**src/rtl/rf_pkg.sv**
```systemverilog
// Shared defaults and word types for the multi-port register file.
// No logic of its own; widths derive from NREG_DEF and DATA_W_DEF.
// No flow control: constants, types and a width helper only.
package rf_pkg;

  localparam int DATA_W_DEF = 32;
  localparam int NREG_DEF   = 32;

  // Address width for a file of nreg entries (at least one bit).
  function automatic int addr_w(input int nreg);
    return (nreg > 1) ? $clog2(nreg) : 1;
  endfunction

  localparam int ADDR_W_DEF = addr_w(NREG_DEF);

  typedef logic [ADDR_W_DEF-1:0] reg_addr_t;
  typedef logic [DATA_W_DEF-1:0] data_word_t;

endpackage

```
**src/rtl/rf_scoreboard.sv**
```systemverilog
// Busy scoreboard: one busy bit per register, set on allocate, cleared by writeback.
// Lookups are combinational; set/clear take effect after the next rising clk.
// No backpressure: the issue stage stalls itself on a busy source. Build option RF_BYPASS_EN.
module rf_scoreboard import rf_pkg::*; #(
  parameter  int NREG   = NREG_DEF,
  parameter  int NUM_RD = 2,
  parameter  int NUM_WR = 2,
  localparam int ADDR_W = addr_w(NREG)
) (
  input  logic                     clk,
  input  logic                     rst,
  input  logic                     alloc_vld,
  input  logic [ADDR_W-1:0]        alloc_addr,
  input  logic [NUM_WR-1:0]        wb_vld,
  input  logic [NUM_WR*ADDR_W-1:0] wb_addr,
  input  logic [NUM_RD*ADDR_W-1:0] rd_addr,
  output logic [NUM_RD-1:0]        rd_busy
);

  logic [NREG-1:0] busy_q;
  logic [NREG-1:0] busy_nxt;

  // Next busy state: writebacks clear, a same-cycle allocate re-sets (new producer), reg 0 pinned to 0.
  always_comb begin
    busy_nxt = busy_q;
    for (int w = 0; w < NUM_WR; w++) begin
      if (wb_vld[w]) busy_nxt[wb_addr[w*ADDR_W +: ADDR_W]] = 1'b0;
    end
    if (alloc_vld) busy_nxt[alloc_addr] = 1'b1;
    busy_nxt[0] = 1'b0;
  end

  // Busy register with synchronous reset.
  always_ff @(posedge clk) begin
    if (rst) busy_q <= '0;
    else     busy_q <= busy_nxt;
  end

  // Per-read-port busy lookup; with bypass a same-cycle writeback hides the busy bit unless re-allocated.
  always_comb begin
    rd_busy = '0;
    for (int p = 0; p < NUM_RD; p++) begin
      rd_busy[p] = busy_q[rd_addr[p*ADDR_W +: ADDR_W]];
`ifdef RF_BYPASS_EN
      for (int w = 0; w < NUM_WR; w++) begin
        if (wb_vld[w] && wb_addr[w*ADDR_W +: ADDR_W] == rd_addr[p*ADDR_W +: ADDR_W] &&
            !(alloc_vld && alloc_addr == rd_addr[p*ADDR_W +: ADDR_W]))
          rd_busy[p] = 1'b0;
      end
`endif
      if (rd_addr[p*ADDR_W +: ADDR_W] == '0) rd_busy[p] = 1'b0;
    end
  end

endmodule

```
**src/rtl/rf_mp.sv**
```systemverilog
// Multi-port integer register file with busy scoreboard; reg 0 reads as zero. Build option RF_BYPASS_EN.
// Reads 0-cycle combinational; writes land on the rising clk (bypass forwards them same cycle).
// No backpressure: every writeback is accepted; same-address collisions resolve to the highest port.
module rf_mp import rf_pkg::*; #(
  parameter  int DATA_W = DATA_W_DEF,
  parameter  int NREG   = NREG_DEF,
  parameter  int NUM_RD = 2,
  parameter  int NUM_WR = 2,
  localparam int ADDR_W = addr_w(NREG)
) (
  input  logic                     clk,
  input  logic                     rst,
  input  logic [NUM_RD*ADDR_W-1:0] idu_rf_src_addr,
  output logic [NUM_RD*DATA_W-1:0] rf_idu_src_data,
  output logic [NUM_RD-1:0]        rf_idu_src_busy,
  input  logic                     idu_rf_alloc_vld,
  input  logic [ADDR_W-1:0]        idu_rf_alloc_addr,
  input  logic [NUM_WR-1:0]        wb_rf_vld,
  input  logic [NUM_WR*ADDR_W-1:0] wb_rf_addr,
  input  logic [NUM_WR*DATA_W-1:0] wb_rf_data
);

  logic [DATA_W-1:0] regs [NREG];

  // Storage write: ports applied in index order so the highest-index port wins a collision.
  always_ff @(posedge clk) begin
    if (rst) begin
      for (int r = 0; r < NREG; r++) regs[r] <= '0;
    end else begin
      for (int w = 0; w < NUM_WR; w++) begin
        if (wb_rf_vld[w] && wb_rf_addr[w*ADDR_W +: ADDR_W] != '0)
          regs[wb_rf_addr[w*ADDR_W +: ADDR_W]] <= wb_rf_data[w*DATA_W +: DATA_W];
      end
    end
  end

  // Read muxes: registered value, optionally overridden by the highest matching same-cycle writeback.
  always_comb begin
    rf_idu_src_data = '0;
    for (int p = 0; p < NUM_RD; p++) begin
      if (idu_rf_src_addr[p*ADDR_W +: ADDR_W] != '0) begin
        rf_idu_src_data[p*DATA_W +: DATA_W] = regs[idu_rf_src_addr[p*ADDR_W +: ADDR_W]];
`ifdef RF_BYPASS_EN
        for (int w = 0; w < NUM_WR; w++) begin
          if (wb_rf_vld[w] && wb_rf_addr[w*ADDR_W +: ADDR_W] == idu_rf_src_addr[p*ADDR_W +: ADDR_W])
            rf_idu_src_data[p*DATA_W +: DATA_W] = wb_rf_data[w*DATA_W +: DATA_W];
        end
`endif
      end
    end
  end

  rf_scoreboard #(
    .NREG   (NREG),
    .NUM_RD (NUM_RD),
    .NUM_WR (NUM_WR)
  ) u_scoreboard (
    .clk        (clk),
    .rst        (rst),
    .alloc_vld  (idu_rf_alloc_vld),
    .alloc_addr (idu_rf_alloc_addr),
    .wb_vld     (wb_rf_vld),
    .wb_addr    (wb_rf_addr),
    .rd_addr    (idu_rf_src_addr),
    .rd_busy    (rf_idu_src_busy)
  );

endmodule
```
**config.mk**
```make
export PLATFORM = sky130hd
export DESIGN_NAME = rf_mp
export DESIGN_NICKNAME = d
export VERILOG_FILES = /design/src/rtl/rf_pkg.sv /design/src/rtl/rf_scoreboard.sv /design/src/rtl/rf_mp.sv
export SDC_FILE = /design/constraint.sdc
export NUM_CORES = 2
export LEC_CHECK = 0
export CAP_MARGIN = 20
export CORE_MARGIN = 1
export CORE_UTILIZATION = 30
export CTS_BUF_LIST = sky130_fd_sc_hd__clkbuf_2
export DETAILED_ROUTE_END_ITERATION = 16
export GPL_TIMING_DRIVEN = 0
export PLACE_DENSITY = 0.46
export SLEW_MARGIN = 5
export SYNTH_ARGS = -nofsm -noshare
export SYNTH_HDL_FRONTEND = slang
export SYNTH_SLANG_ARGS = --single-unit
```
**constraint.sdc**
```tcl
create_clock -name clk -period 2.6 [get_ports clk]
set_input_delay 0.52 -clock clk [delete_from_list [all_inputs] [get_ports clk]]
set_output_delay 0.52 -clock clk [all_outputs]
set_load 0.1 [all_outputs]
```
==> reports/results.tsv <==
stage	metric	value	unit
global_routing	grt total ovfl	0	
pwr	Sw Pwr	0.0153	W
timing	fmax	0.225	GHz
timing	Worst Tran Pin Value	1.41	ns
hold_path	Hold/Removal Path Class	in -> reg	
outcome	outcome	finished, violations left	
logic_synthesis	Post-Syn Area	60300	µm²
pwr	switch share	35.5	%
floorplanning	Initial Util	30.2	%
timing	RSZ-0062 raised after global routing	true	
detailed_routing	Vias	51864	
detailed_routing	Initial DRC Count	7767	
cts	clk sinks	1055	
pwr	P_int	0.0278	W
critical_path	top fanout value on the critical path	2	
global_routing	largest net degree at the start of global routing	33	
global_routing	Total GRT Usage	34.1	%
timing	max-slew violation count	0	
floorplanning	Die Ht	450	µm
floorplanning	Ports	160	
finish	layout cells sized above 1	36.8	%
pwr	Worst VDD drop	0.453	mV
global_routing	first-pass GRT wire length	462000	µm
critical_path	critical path type	reg -> out	
outcome	violated checks	negative hold slack, negative setup slack	
timing	Worst Slack Setup Final	-1.84	ns
cts	clock latency on the worst-skew pair	1.95	ns
detailed_routing	vias per cell	6.73	
pwr	clock share of power	30.1	%
cts	clock-pin slew on the worst setup and hold paths	0.11	ns
logic_synthesis	asr flop ratio synth	0	%
floorplanning	core area	200000	µm²
critical_path	Worst setup EP type	output pin	
placement	DP Wirelength	250000	µm
critical_path	CP peak stage delay	0.48	ns
timing	setup TNS	-115.96	ns
logic_synthesis	Synth area leader	edfxtp_1	
logic_synthesis	Syn Area/Cell	14.7	µm²
logic_synthesis	yosys warns	0	
flow_run	MaxCap Viol Count	0	
logic_synthesis	synth cell count leaders	1024 x edfxtp_1, 992 x a22o_1, 460 x mux4_2	
timing	minimum clock period	4.44	ns
finish	NumNets Final	4929	
logic_synthesis	Seq/Total Area, Yosys	52.0	%
placement	placed cell area	68300	µm²
logic_synthesis	most common flop cell mapped by yosys	edfxtp_1	
finish	Multi-input gate area	30000	µm²
cts	CTS max path bufs	4	
placement	routability cong.	0.985	
critical_path	CP startpoint kind	flip-flop	
logic_synthesis	Area contributors post-synth	edfxtp_1 51%, mux4_2 17%, a22o_1 14%	
pwr	static leakage	25.4	nW
timing	max_slew headroom	5.73	%
detailed_routing	wire per inst	46.2	µm
logic_synthesis	#FFs+latches synth	1055	
timing	final hold slack	-0.00199	ns
detailed_routing	post-route ant nets	0	
logic_synthesis	number of synthesized flops with an enable pin	1024	
pwr	total power	0.0431	W
placement	placed cell count	7013	
pwr	Seq pwr share	46.8	%
pwr	Comb power frac	23.0	%
timing	Final Hold Fails	1	
placement	port bufs	149	
finish	fillers	19101	
floorplanning	row count	164	
floorplanning	Die Area	203000	µm²
timing	period utilization	171	%
finish	Layout area overhead	24.3	%
timing	Layout Skew	0	ns
logic_synthesis	Yosys cell types	47	
logic_synthesis	most common cell in the netlist	edfxtp_1	
cts	CTS tree	done	
critical_path	Critical Path RT	2.08	ns
global_routing	number of antenna violations at the first check in global routing	26	
finish	Design Area, Final	75000	µm²
floorplanning	Die W	450	µm
cts	Clock Tree Root	clkbuf_2	
critical_path	crit path DAT	3.92	ns
finish	FF+latch area	31400	µm²
global_routing	vias in the first global route	49838	
finish	Finished Layout Cells	7704	
critical_path	crit-path cells	mux4_2 > nor2b_1 > a211oi_2 > a311oi_4 > buf_12	
logic_synthesis	share of the synthesized area in the top cell type	51.0	%
detailed_routing	drt total wl	356000	µm
detailed_routing	DRC errors left	0	
timing	final setup vio count	203	
critical_path	Critical Path Slowest Stage Cell	mux4_2	
pwr	P per Cell Area	574	nW/µm²
cts	CTS buffer count	326	
logic_synthesis	post-synthesis cell count	4111	
detailed_routing	Detailed Routing Iterations Pass 1	8	
cts	htree depth	5	
## per-stage QoR
stage / setup WS (ns) / hold slack (ns) / utilization [%]
after global routing: -1.88 / 0.0207 / 37.5
final: -1.84 / -0.00199 / 37.6
after CTS: -1.87 / 0.000386 / 37.2
after global placement: -3.79 / 0.513 / 33.6
after floorplan: -0.489 / 0.477 / -
after detailed placement: -2.94 / 0.519 / 34.2
## kinds of logic after synthesis
family                 after synthesis  share of synthesized area (%)
buffers and inverters              635                           4.32
other                                1                        0.00622
AO/OA/AOI/OAI                     1451                           19.9
multiplexers                       660                           20.6
AND/OR/NAND/NOR                    309                           3.07
flip-flops                        1055                           52.0
## cells in the final DEF (no fill, tap or decap), types with 10 or more instances in the layout
master	count
a211oi_4	37
buf_4	66
dlygate4sd3_1	134
clkdlybuf4s50_1	83
and3b_1	15
edfxtp_1	1024
conb_1	32
a311oi_4	66
nor2_1	57
buf_8	23
nor2b_1	41
o2111ai_2	10
a22oi_2	34
nor3b_1	12
nor2b_4	26
diode_2	24
buf_6	22
o21ai_4	43
clkbuf_4	14
buf_2	125
mux2_4	38
clkbuf_1	363
mux2_2	30
nor3_2	24
dfxtp_1	22
clkinv_1	55
mux4_2	460
nor2_2	17
a211oi_2	23
clkbuf_2	520
buf_12	80
a211o_2	11
o21ai_1	31
mux2i_1	128
o21ai_2	38
nor3_4	12
a22o_1	992
a221oi_2	47
nand2_1	35
a22oi_1	92
## timing repair
action                                  in CTS  in global routing
pin swaps                                  102                 36
resized for setup                          952                105
endpoints found under the setup margin     100                398
buffers inserted                             1                 10
hold endpoints to repair                   915                  0
hold buffers                               134                  0
## state kept, by name, indices dropped and copies added (netlist names)
signal / flops
regs: 1024
u_scoreboard.busy_q: 31
## power groups by stage
stage	logic, W	registers [W]	clock network (W)
2_1_floorplan	0.00509	0.0203	0
3_3_place_gp	0.00838	0.0205	0
3_5_place_dp	0.00855	0.0205	0
4_1_cts	0.00953	0.0201	0.0129
5_1_grt	0.00990	0.0203	0.0136
6_report	0.00991	0.0202	0.0130
## layer usage
layer,share of wire (%),track usage [%],wire length (µm),up-vias
li1,-,-,-,19157
met3,12,11.9,43500,1261
met5,0.079,0,280,-
met1,37,41.8,131000,26984
met2,43,50.1,152000,4442
met4,8.2,23.8,29300,20
## layout make-up
| type | instances | area share [%] |
|---|---|---|
| Sequential cell | 1055 | 41.9 |
| Multi-Input combinational cell | 2452 | 40.1 |
| Timing Repair Buffer | 366 | 6.12 |
| Tap cell | 2656 | 4.43 |
| Buffer | 632 | 4.02 |
| Clock buffer | 445 | 2.97 |
| Clock inverter | 72 | 0.446 |
| Antenna cell | 24 | 0.0801 |
| Inverter | 2 | 0.0100 |
## worst max-delay path, delay by kind of cell, from the launching register on
family / cells / cell delay, ns
compound gates: 2 / 0.59
buf+inv: 1 / 0.27
flops: 1 / 0.44
mux: 1 / 0.48
simple gates: 1 / 0.17
## worst paths after layout
path                                              start  depth (start not counted)  slack (ns)                 endpoint
worst max-delay path                        regs[3][20]                          5       -1.84      rf_idu_src_data[52]
worst min-delay path                       wb_rf_vld[1]                          5      -0.002              regs[23][0]
worst max register to register  u_scoreboard.busy_q[15]                          4        1.25  u_scoreboard.busy_q[15]
worst min register to register   u_scoreboard.busy_q[5]                          2        0.52   u_scoreboard.busy_q[5]
(Power assumes the default switching activity.)
